$ cat config.mk
export PLATFORM = sky130hd
export DESIGN_NAME = parity_checker_stream
export DESIGN_NICKNAME = d
export VERILOG_FILES = /design/src/rtl/parity_checker_stream.sv
export SDC_FILE = /design/constraint.sdc
export NUM_CORES = 1
export LEC_CHECK = 0
export ABC_AREA = 1
export BUFFER_PORTS_ARGS = -buffer_cell sky130_fd_sc_hd__buf_2
export CORE_MARGIN = 2
export CORE_UTILIZATION = 35
export CTS_CLUSTER_SIZE = 30
export DETAILED_ROUTE_END_ITERATION = 12
export PLACE_DENSITY_LB_ADDON = 0.2
export SLEW_MARGIN = 20
export SYNTH_ARGS = -nofsm -noshare
export SYNTH_HDL_FRONTEND = slang
export SYNTH_SLANG_ARGS = --single-unit
$ cat constraint.sdc
create_clock -name clk -period 1.7 [get_ports clk]
set_input_delay 0 -clock clk [delete_from_list [all_inputs] [get_ports clk]]
set_output_delay 0 -clock clk [all_outputs]
set_load 0.005 [all_outputs]
$ cat src/rtl/parity_checker_stream.sv
// parity_checker_stream: one-deep registered stream stage that checks the parity of each beat
//    and keeps error statistics.
//
//    Ports:
//       clk, rst      rising-edge clock, synchronous active-high reset
//       mode          parity mode for the beat being accepted (0 = even, 1 = odd)
//       in_valid/in_ready/in_data/in_parity   upstream handshake, data word and its parity bit
//       out_valid/out_ready/out_data/out_err  downstream handshake, registered data and error flag
//       clr           zeroes err_cnt, beat_cnt and err_sticky (data path untouched)
//       err_cnt       saturating count of accepted beats with a parity error
//       beat_cnt      wrapping count of accepted beats
//       err_sticky    set by any error, held until clr or rst
module parity_checker_stream #(
   parameter int DATA_W = 8,
   parameter int CNT_W  = 8
) (
   input  logic              clk,
   input  logic              rst,
   input  logic              mode,
   input  logic              in_valid,
   output logic              in_ready,
   input  logic [DATA_W-1:0] in_data,
   input  logic              in_parity,
   output logic              out_valid,
   input  logic              out_ready,
   output logic [DATA_W-1:0] out_data,
   output logic              out_err,
   input  logic              clr,
   output logic [CNT_W-1:0]  err_cnt,
   output logic [CNT_W-1:0]  beat_cnt,
   output logic              err_sticky
);
   logic              valid_q, valid_d;
   logic [DATA_W-1:0] data_q, data_d;
   logic              err_q, err_d;
   logic [CNT_W-1:0]  err_cnt_q, err_cnt_d, beat_cnt_q, beat_cnt_d;
   logic              sticky_q, sticky_d;
   logic              accept, e;
   logic [CNT_W-1:0]  err_base, beat_base;
   // The slot frees up in the same cycle it is drained, so full throughput has no bubble.
   assign in_ready = ~valid_q | out_ready;
   assign accept   = in_valid & in_ready;
   assign e        = ^in_data ^ in_parity ^ mode;
   // clr zeroes the counters first; a beat accepted in the same cycle is counted on top.
   assign err_base  = clr ? '0 : err_cnt_q;
   assign beat_base = clr ? '0 : beat_cnt_q;
   always_comb begin
      valid_d    = accept ? 1'b1 : (out_ready ? 1'b0 : valid_q);
      data_d     = accept ? in_data : data_q;
      err_d      = accept ? e : err_q;
      beat_cnt_d = beat_base + CNT_W'(accept);
      err_cnt_d  = (accept & e & ~&err_base) ? err_base + CNT_W'(1) : err_base;
      sticky_d   = (sticky_q & ~clr) | (accept & e);
   end
   always_ff @(posedge clk) begin
      if (rst) begin
         valid_q    <= 1'b0;
         data_q     <= '0;
         err_q      <= 1'b0;
         err_cnt_q  <= '0;
         beat_cnt_q <= '0;
         sticky_q   <= 1'b0;
      end else begin
         valid_q    <= valid_d;
         data_q     <= data_d;
         err_q      <= err_d;
         err_cnt_q  <= err_cnt_d;
         beat_cnt_q <= beat_cnt_d;
         sticky_q   <= sticky_d;
      end
   end
   assign out_valid  = valid_q;
   assign out_data   = data_q;
   assign out_err    = err_q;
   assign err_cnt    = err_cnt_q;
   assign beat_cnt   = beat_cnt_q;
   assign err_sticky = sticky_q;
endmodule

==> run_summary.xml, run 1 <==
<?xml version="1.0" encoding="UTF-8"?>
<metrics>
  <group name="clock_network">
    <metric name="clock_sinks" unit="">27</metric>
    <metric name="cts_max_path_buffers" unit="">2</metric>
    <metric name="clock_insertion_delay_worst_skew" unit="ns">0.27</metric>
    <metric name="htree_levels" unit="">1</metric>
    <metric name="numCtsBuffers" unit="">3</metric>
    <metric name="clk_pin_slew_worst_paths" unit="ns">0.09</metric>
    <metric name="tritoncts" unit="">built</metric>
    <metric name="clock_tree.root_cell" unit="">clkbuf_8</metric>
  </group>
  <group name="power_and_ir_drop">
    <metric name="power.leakage" unit="uW">0.000962</metric>
    <metric name="power.switching_fraction" unit="">0.282</metric>
    <metric name="power.combinational.fraction" unit="">0.188</metric>
    <metric name="pwrdens" unit="nW/um2">654</metric>
    <metric name="p_int" unit="uW">920</metric>
    <metric name="power.share.sequential" unit="">0.524</metric>
    <metric name="power_frac_clock" unit="">0.288</metric>
    <metric name="max-vdd-ir-drop" unit="mV">0.295</metric>
    <metric name="p_switching" unit="uW">361</metric>
  </group>
  <group name="yosys">
    <metric name="synth-simple-area-share" unit="">0.370</metric>
    <metric name="synth.lib_cells_used.distinct" unit="">31</metric>
    <metric name="post_synthesis_sequential_area_ratio" unit="">0.343</metric>
    <metric name="post_synth_xor_area_fraction" unit="">0.0389</metric>
    <metric name="ys_dominant_reg_cell" unit="">dfxtp_1</metric>
    <metric name="synth_adder_area_share" unit="">0.0238</metric>
    <metric name="synth_area_in_compound_gates" unit="">0.121</metric>
    <metric name="yosys_register_bits" unit="">27</metric>
    <metric name="synth-warning-count" unit="">0</metric>
    <metric name="synth_most_common_cell" unit="">nand2_1</metric>
    <metric name="synth-edff-count" unit="">0</metric>
    <metric name="synth_top_family_by_area" unit="">simple AND/OR/NAND/NOR gates</metric>
    <metric name="syn-mean-instance-area" unit="um2">7.20</metric>
    <metric name="synth_async_sr_flop_share" unit="">0</metric>
    <metric name="syn-instance-count" unit="">219</metric>
    <metric name="synth_top_cell_by_area" unit="">dfxtp_1</metric>
    <metric name="yosys.area.top_type_share" unit="">0.343</metric>
    <metric name="synth_nets" unit="">237</metric>
    <metric name="synth.mux.area_fraction" unit="">0</metric>
    <metric name="post_synth_most_frequent_cells" unit="">nand2_1, inv_1, dfxtp_1</metric>
    <metric name="dominant_cells_by_area_after_synthesis" unit="">dfxtp_1, nand2_1, inv_1</metric>
    <metric name="synth_area" unit="um2">1580</metric>
  </group>
  <group name="timing">
    <metric name="slew_headroom" unit="">0.608</metric>
    <metric name="timing_max_transition_violations_final" unit="">0</metric>
    <metric name="max_clock_freq" unit="MHz">656</metric>
    <metric name="worst_pin_slew" unit="ns">0.588</metric>
    <metric name="count_of_endpoints_failing_hold_in_the_final_timing_report" unit="">0</metric>
    <metric name="worst_slack" unit="ns">0.175</metric>
    <metric name="finClkSkew" unit="ns">0.000956</metric>
    <metric name="finalSetupViolCount" unit="">0</metric>
    <metric name="period_share" unit="">0.897</metric>
    <metric name="min_period" unit="ns">1.53</metric>
  </group>
  <group name="placement">
    <metric name="dp_worst_setup_slack" unit="ns">0.0906</metric>
    <metric name="port-buffer-count" unit="">42</metric>
    <metric name="globalplace.congestion" unit="">0.762</metric>
    <metric name="dpl.hpwl" unit="um">2450</metric>
    <metric name="dpl-instance-area" unit="um2">1860</metric>
  </group>
  <group name="route">
    <metric name="ant_nets_after_route" unit="">0</metric>
    <metric name="post_drt_via_cell_ratio" unit="">4.56</metric>
    <metric name="detailroute.wirelength.met2" unit="um">1450</metric>
    <metric name="drc" unit="">0</metric>
    <metric name="routed-wl-met3" unit="um">112</metric>
    <metric name="routed-via-count" unit="">1458</metric>
    <metric name="route.layer.met1.wl" unit="um">1580</metric>
    <metric name="detailedRoute.firstPassIterationCount" unit="">4</metric>
    <metric name="top_layer_used" unit="">met4</metric>
    <metric name="first_iter_violations" unit="">78</metric>
    <metric name="detail_route.wl_per_cell" unit="um">10.0</metric>
    <metric name="route.final.wire_length" unit="um">3210</metric>
  </group>
  <group name="floorplan">
    <metric name="ioPinCount" unit="">43</metric>
    <metric name="die_height" unit="um">71.1</metric>
    <metric name="starting_density" unit="">0.362</metric>
    <metric name="die-width" unit="um">71.1</metric>
    <metric name="floorplan.die_area" unit="um2">5060</metric>
    <metric name="core" unit="um2">4350</metric>
    <metric name="row_count" unit="">24</metric>
  </group>
  <group name="final_layout">
    <metric name="multi_input_area" unit="um2">882</metric>
    <metric name="synthToLayoutAreaGrowth" unit="%">24.3</metric>
    <metric name="fill_cells" unit="">448</metric>
    <metric name="final_area" unit="um2">1960</metric>
    <metric name="diodes" unit="">0</metric>
    <metric name="register_area" unit="um2">541</metric>
    <metric name="number_of_nets_in_the_finished_design" unit="">287</metric>
    <metric name="layout-drive-gt1-share" unit="">0.317</metric>
  </group>
  <group name="critical_path">
    <metric name="endpoint_kind" unit="">register</metric>
    <metric name="worst_setup_path_start_kind" unit="">register</metric>
    <metric name="reg2reg_depth" unit="">10</metric>
    <metric name="critical_path_arrival" unit="ns">1.70</metric>
    <metric name="crit_fanout" unit="">5</metric>
    <metric name="critical_path_required" unit="ns">1.87</metric>
    <metric name="criticalPathCategory" unit="">register to register</metric>
  </group>
  <group name="global_routing">
    <metric name="grt_pass1_vias" unit="">1293</metric>
    <metric name="grt_max_degree" unit="">28</metric>
    <metric name="wire_length_of_the_first_global_routing_pass" unit="um">5630</metric>
    <metric name="number_of_antenna_violations_at_the_first_check_in_global_routing" unit="">0</metric>
    <metric name="track_usage" unit="">0.135</metric>
    <metric name="globalRoute.totalOverflow" unit="">0</metric>
  </group>
  <group name="worst_hold_path">
    <metric name="min_path_cells" unit="">3</metric>
    <metric name="hold_path.class" unit="">input pin to register</metric>
  </group>
  <group name="run">
    <metric name="max-cap-violations" unit="">0</metric>
  </group>
  <group name="run_status">
    <metric name="run_status" unit="">finished clean</metric>
  </group>
</metrics>
[path summary, 6_finish.rpt]
kind	from	endpoint	slack (ns)
setup / recovery	out_valid$_SDFFE_PP0P_	beat_cnt[7]$_SDFF_PP0_	0.17
hold / removal	in_data[6]	out_data[6]$_SDFFE_PP0P_	0.03
setup reg to reg	out_valid$_SDFFE_PP0P_	beat_cnt[7]$_SDFF_PP0_	0.17
hold reg to reg	out_data[0]$_SDFFE_PP0P_	out_data[0]$_SDFFE_PP0P_	0.47
[kinds of logic (layout without fill, tap and decap cells)]
| kind of cell | count (synthesis) | in the layout |
|---|---|---|
| flops | 27 | 27 |
| fa+ha+maj | 3 | 3 |
| buf+inv | 40 | 89 |
| xor+xnor | 7 | 7 |
| compound gates | 26 | 26 |
| simple gates | 116 | 116 |
[stage by stage]
stage / TNS [ns] / instances / util / total power, uW / hold WS [ns]
finish: 0 / 320 / 0.450 / 1280 / 0.0290
global route: -0.0328 / 320 / 0.450 / 1360 / 0.0410
global placement: 0 / 312 / 0.428 / 925 / 0.282
floorplan: 0 / 219 / - / 846 / 0.112
CTS: 0 / 318 / 0.443 / 1300 / 0.0228
detailed placement: 0 / 312 / 0.428 / 926 / 0.290
[flip-flops by register name, indices dropped and copies added (netlist names)]
name and count:
beat_cnt 8, err_cnt 8, out_data 8, err_sticky 1, out_err 1, out_valid 1
[layout by cell type (no fill, tap or decap), drive strengths merged]
master and count:
a211oi 9, a21oi 15, a31o 1, a32oi 1, buf 48, clkbuf 4
clkinv 2, dfxtp 27, dlygate4sd3 2, ha 3, inv 33, nand2 59
nand3 18, nand4 3, nor2 31, nor3 1, nor3b 3, or2 1
xnor2 4, xor2 3
[power by group through the flow]
| stage | clock [uW] | combinational (uW) | sequential, uW |
|---|---|---|---|
| finish | 370 | 241 | 671 |
| global route | 407 | 274 | 675 |
| CTS | 384 | 244 | 671 |
| detailed placement | 0 | 240 | 686 |
| global placement | 0 | 238 | 686 |
| floorplan | 0 | 158 | 688 |
[metal layers]
metal / vias to the layer above / track usage
met3: 7 / 0.0228
met2: 27 / 0.206
met1: 626 / 0.189
met5: - / 0
li1: 798 / -
met4: 0 / 0.0545
[area by class of cell]
class	count	area share
tap	52	0.0332
clock buffer	4	0.0230
inverter	35	0.0709
sequential	27	0.276
timing repair buffer	50	0.147
multi-input combinational	152	0.450
[critical path, cell delays in order, from the launching register on]
cell,delay (ns)
dfxtp_1,0.32
nand2_1,0.10
nand2_2,0.11
clkinv_4,0.06
ha_1,0.15
nand3_1,0.08
inv_1,0.09
nand3_1,0.10
nor3b_2,0.21
a31o_2,0.17
nor2_1,0.04
[timing repair]
action,CTS,global route
gates resized for setup,0,2
hold buffers,2,0
setup buffers,0,2
endpoints found under the hold margin,2,0
endpoints found under the setup margin,0,8
(Power assumes the default switching activity.)
==> run 2, diff against run 1 <==
- CORE_UTILIZATION: 35 -> 47
- clock period: 1.7 -> 1.3 ns (I/O delays scaled with it)
==> run 2 against run 1 <==
Compared with the run above:
- the run now ends with setup timing left
- first-iteration DRC count is 47% lower
- combinational power is 57% higher
- non-clock buffer count rose by 34
- largest power group unchanged
- highest routed layer unchanged
==> run_summary.xml, run 2 (synthesized netlist as in run 1, its figures left out) <==
<?xml version="1.0" encoding="UTF-8"?>
<metrics>
  <group name="critical_path">
    <metric name="critPathMaxStageDelay" unit="ns">0.35</metric>
    <metric name="critical_path_arrival" unit="ns">1.71</metric>
    <metric name="critical_path.cell_chain" unit="">inv_1 &gt; nor2_4 &gt; buf_4 &gt; nand3_4 &gt; clkinv_4 &gt; nand4_4 &gt; nand4_4 &gt; nand2_2 &gt; a21oi_2</metric>
    <metric name="critical_path.reg2reg.startpoint" unit="">err_cnt[2]$_SDFF_PP0_</metric>
    <metric name="critical_path.slowest_cell" unit="">dfxtp_2</metric>
    <metric name="worst_reg2reg_endpoint" unit="">err_cnt[5]$_SDFF_PP0_</metric>
    <metric name="critical_path_required" unit="ns">1.57</metric>
    <metric name="worst_path_bufs_invs" unit="">3</metric>
    <metric name="crit_fanout" unit="">8</metric>
    <metric name="critical-path-top-cell-by-count" unit="">nand4_4</metric>
    <metric name="reg2reg_depth" unit="">9</metric>
    <metric name="path_delay_family" unit="">simple AND/OR/NAND/NOR gates</metric>
    <metric name="endpoint_kind" unit="">register</metric>
    <metric name="criticalPathCategory" unit="">register to register</metric>
    <metric name="r2r_slack" unit="ns">-0.13</metric>
    <metric name="worst_setup_path_start_kind" unit="">register</metric>
  </group>
  <group name="final_layout">
    <metric name="multi_input_area" unit="um2">1040</metric>
    <metric name="final_area" unit="um2">2370</metric>
    <metric name="number_of_nets_in_the_finished_design" unit="">321</metric>
    <metric name="layout-drive-gt1-share" unit="">0.487</metric>
    <metric name="synthToLayoutAreaGrowth" unit="%">50.2</metric>
    <metric name="fill_cells" unit="">266</metric>
    <metric name="register_area" unit="um2">548</metric>
    <metric name="diodes" unit="">0</metric>
    <metric name="final_cell_mix" unit="">nand2_1, buf_2, buf_4</metric>
  </group>
  <group name="timing">
    <metric name="min_period" unit="ns">1.43</metric>
    <metric name="slew_headroom" unit="">0.594</metric>
    <metric name="setup_repair_after_global_routing_missed_its_margin" unit="">yes</metric>
    <metric name="period_share" unit="">1.10</metric>
    <metric name="worst_pin_slew" unit="ns">0.609</metric>
    <metric name="timing_max_transition_violations_final" unit="">0</metric>
    <metric name="finalSetupViolCount" unit="">11</metric>
    <metric name="worst_slack" unit="ns">-0.135</metric>
    <metric name="setup_total_negative_slack" unit="ns">-1.05</metric>
    <metric name="finClkSkew" unit="ns">0.00226</metric>
    <metric name="max_clock_freq" unit="MHz">697</metric>
    <metric name="count_of_endpoints_failing_hold_in_the_final_timing_report" unit="">0</metric>
  </group>
  <group name="power_and_ir_drop">
    <metric name="pwrdens" unit="nW/um2">687</metric>
    <metric name="power.switching_fraction" unit="">0.296</metric>
    <metric name="totalPowerFinal" unit="uW">1630</metric>
    <metric name="power_frac_clock" unit="">0.226</metric>
    <metric name="p_int" unit="uW">1140</metric>
    <metric name="power.leakage" unit="uW">0.00116</metric>
    <metric name="max-vdd-ir-drop" unit="mV">0.360</metric>
    <metric name="power.share.sequential" unit="">0.541</metric>
    <metric name="power.combinational.fraction" unit="">0.233</metric>
    <metric name="p_switching" unit="uW">482</metric>
  </group>
  <group name="global_routing">
    <metric name="grt_max_degree" unit="">28</metric>
    <metric name="number_of_antenna_violations_at_the_first_check_in_global_routing" unit="">0</metric>
    <metric name="wire_length_of_the_first_global_routing_pass" unit="um">5690</metric>
    <metric name="globalRoute.totalOverflow" unit="">0</metric>
    <metric name="track_usage" unit="">0.198</metric>
    <metric name="grt_pass1_vias" unit="">1388</metric>
  </group>
  <group name="clock_network">
    <metric name="tritoncts" unit="">built</metric>
    <metric name="numCtsBuffers" unit="">3</metric>
    <metric name="clock_sinks" unit="">27</metric>
    <metric name="htree_levels" unit="">1</metric>
    <metric name="clock_tree.root_cell" unit="">clkbuf_4</metric>
    <metric name="clk_pin_slew_worst_paths" unit="ns">0.14</metric>
    <metric name="clock_insertion_delay_worst_skew" unit="ns">0.33</metric>
    <metric name="cts_max_path_buffers" unit="">2</metric>
  </group>
  <group name="worst_hold_path">
    <metric name="min_path_cells" unit="">3</metric>
    <metric name="timing.hold.worst.start" unit="">in_data[2]</metric>
    <metric name="worstHoldEndpoint" unit="">out_data[2]$_SDFFE_PP0P_</metric>
    <metric name="hold_path.class" unit="">input pin to register</metric>
  </group>
  <group name="run_status">
    <metric name="violations" unit="">setup timing</metric>
    <metric name="run_status" unit="">complete, but fails checks</metric>
  </group>
  <group name="route">
    <metric name="routed-via-count" unit="">1625</metric>
    <metric name="drc" unit="">0</metric>
    <metric name="ant_nets_after_route" unit="">0</metric>
    <metric name="detail_route.wl_per_cell" unit="um">10.7</metric>
    <metric name="post_drt_via_cell_ratio" unit="">4.67</metric>
    <metric name="route.final.wire_length" unit="um">3710</metric>
    <metric name="detailedRoute.firstPassIterationCount" unit="">4</metric>
    <metric name="first_iter_violations" unit="">41</metric>
  </group>
  <group name="floorplan">
    <metric name="floorplan.die_area" unit="um2">3830</metric>
    <metric name="ioPinCount" unit="">43</metric>
    <metric name="die_height" unit="um">61.9</metric>
    <metric name="row_count" unit="">21</metric>
    <metric name="core" unit="um2">3280</metric>
    <metric name="die-width" unit="um">61.9</metric>
    <metric name="starting_density" unit="">0.480</metric>
  </group>
  <group name="placement">
    <metric name="dpl.hpwl" unit="um">2610</metric>
    <metric name="globalplace.congestion" unit="">0.786</metric>
    <metric name="dpl-instance-area" unit="um2">2120</metric>
    <metric name="dp_worst_setup_slack" unit="ns">-0.159</metric>
    <metric name="port-buffer-count" unit="">42</metric>
  </group>
  <group name="run">
    <metric name="max-cap-violations" unit="">0</metric>
  </group>
</metrics>
==> run 2: changes by cell type in the layout (fill, tap and decap cells not counted), sizes merged <==
cell / before / now
buf: 48 / 77
dlygate4sd3: 2 / 7
==> run 2: area by class of cell <==
| cell class | count | share of cell area |
|---|---|---|
| clock buffer | 4 | 0.0111 |
| inverter | 35 | 0.0608 |
| multi-input combinational | 152 | 0.438 |
| sequential | 27 | 0.232 |
| tap | 46 | 0.0243 |
| timing repair buffer | 84 | 0.234 |
==> run 2: per-stage QoR <==
step | instances | util | hold slack, ns
after floorplan | 219 | - | 0.120
after global placement | 330 | 0.647 | 0.272
after detailed placement | 330 | 0.647 | 0.279
after CTS | 345 | 0.701 | 0.0250
after global routing | 348 | 0.721 | 0.0508
final | 348 | 0.721 | 0.0341
==> run 2: power groups by stage <==
stage | logic [uW] | registers (uW) | clock network (uW)
2_1_floorplan | 227 | 902 | 0
3_3_place_gp | 352 | 897 | 0
3_5_place_dp | 356 | 898 | 0
4_1_cts | 379 | 881 | 385
5_1_grt | 432 | 885 | 405
6_report | 379 | 880 | 367
==> run 2: timing repair <==
item / CTS / global route
setup endpoints to repair: 12 / 13
hold buffers: 7 / 0
resized for setup: 13 / 9
buffers inserted: 4 / 3
endpoints found under the hold margin: 7 / 0
pin swaps: 14 / 7
==> run 2: worst min-delay path: cells and delay by family <==
family	cells	cell delay, ns
AOI/OAI and AO/OA	1	0.09
buffers and inverters	2	0.24
==> run 2: layer usage <==
metal  vias up  routed length [um]  GRT usage
met5         -                   0          0
met4         0                  49     0.0638
met3         5                  84     0.0248
met2        25                1880      0.364
met1       733                1690      0.238
li1        862                   -          -
==> run 2: worst max-delay path by stage <==
stage,from,endpoint,cells past startpoint
3_5_place_dp,beat_cnt[0]$_SDFF_PP0_,beat_cnt[6]$_SDFF_PP0_,8
5_1_grt,err_cnt[2]$_SDFF_PP0_,err_cnt[7]$_SDFF_PP0_,8
6_report,err_cnt[2]$_SDFF_PP0_,err_cnt[5]$_SDFF_PP0_,9
2_1_floorplan,out_valid$_SDFFE_PP0P_,beat_cnt[7]$_SDFF_PP0_,11
3_3_place_gp,beat_cnt[0]$_SDFF_PP0_,beat_cnt[6]$_SDFF_PP0_,8
4_1_cts,err_cnt[1]$_SDFF_PP0_,err_cnt[5]$_SDFF_PP0_,9
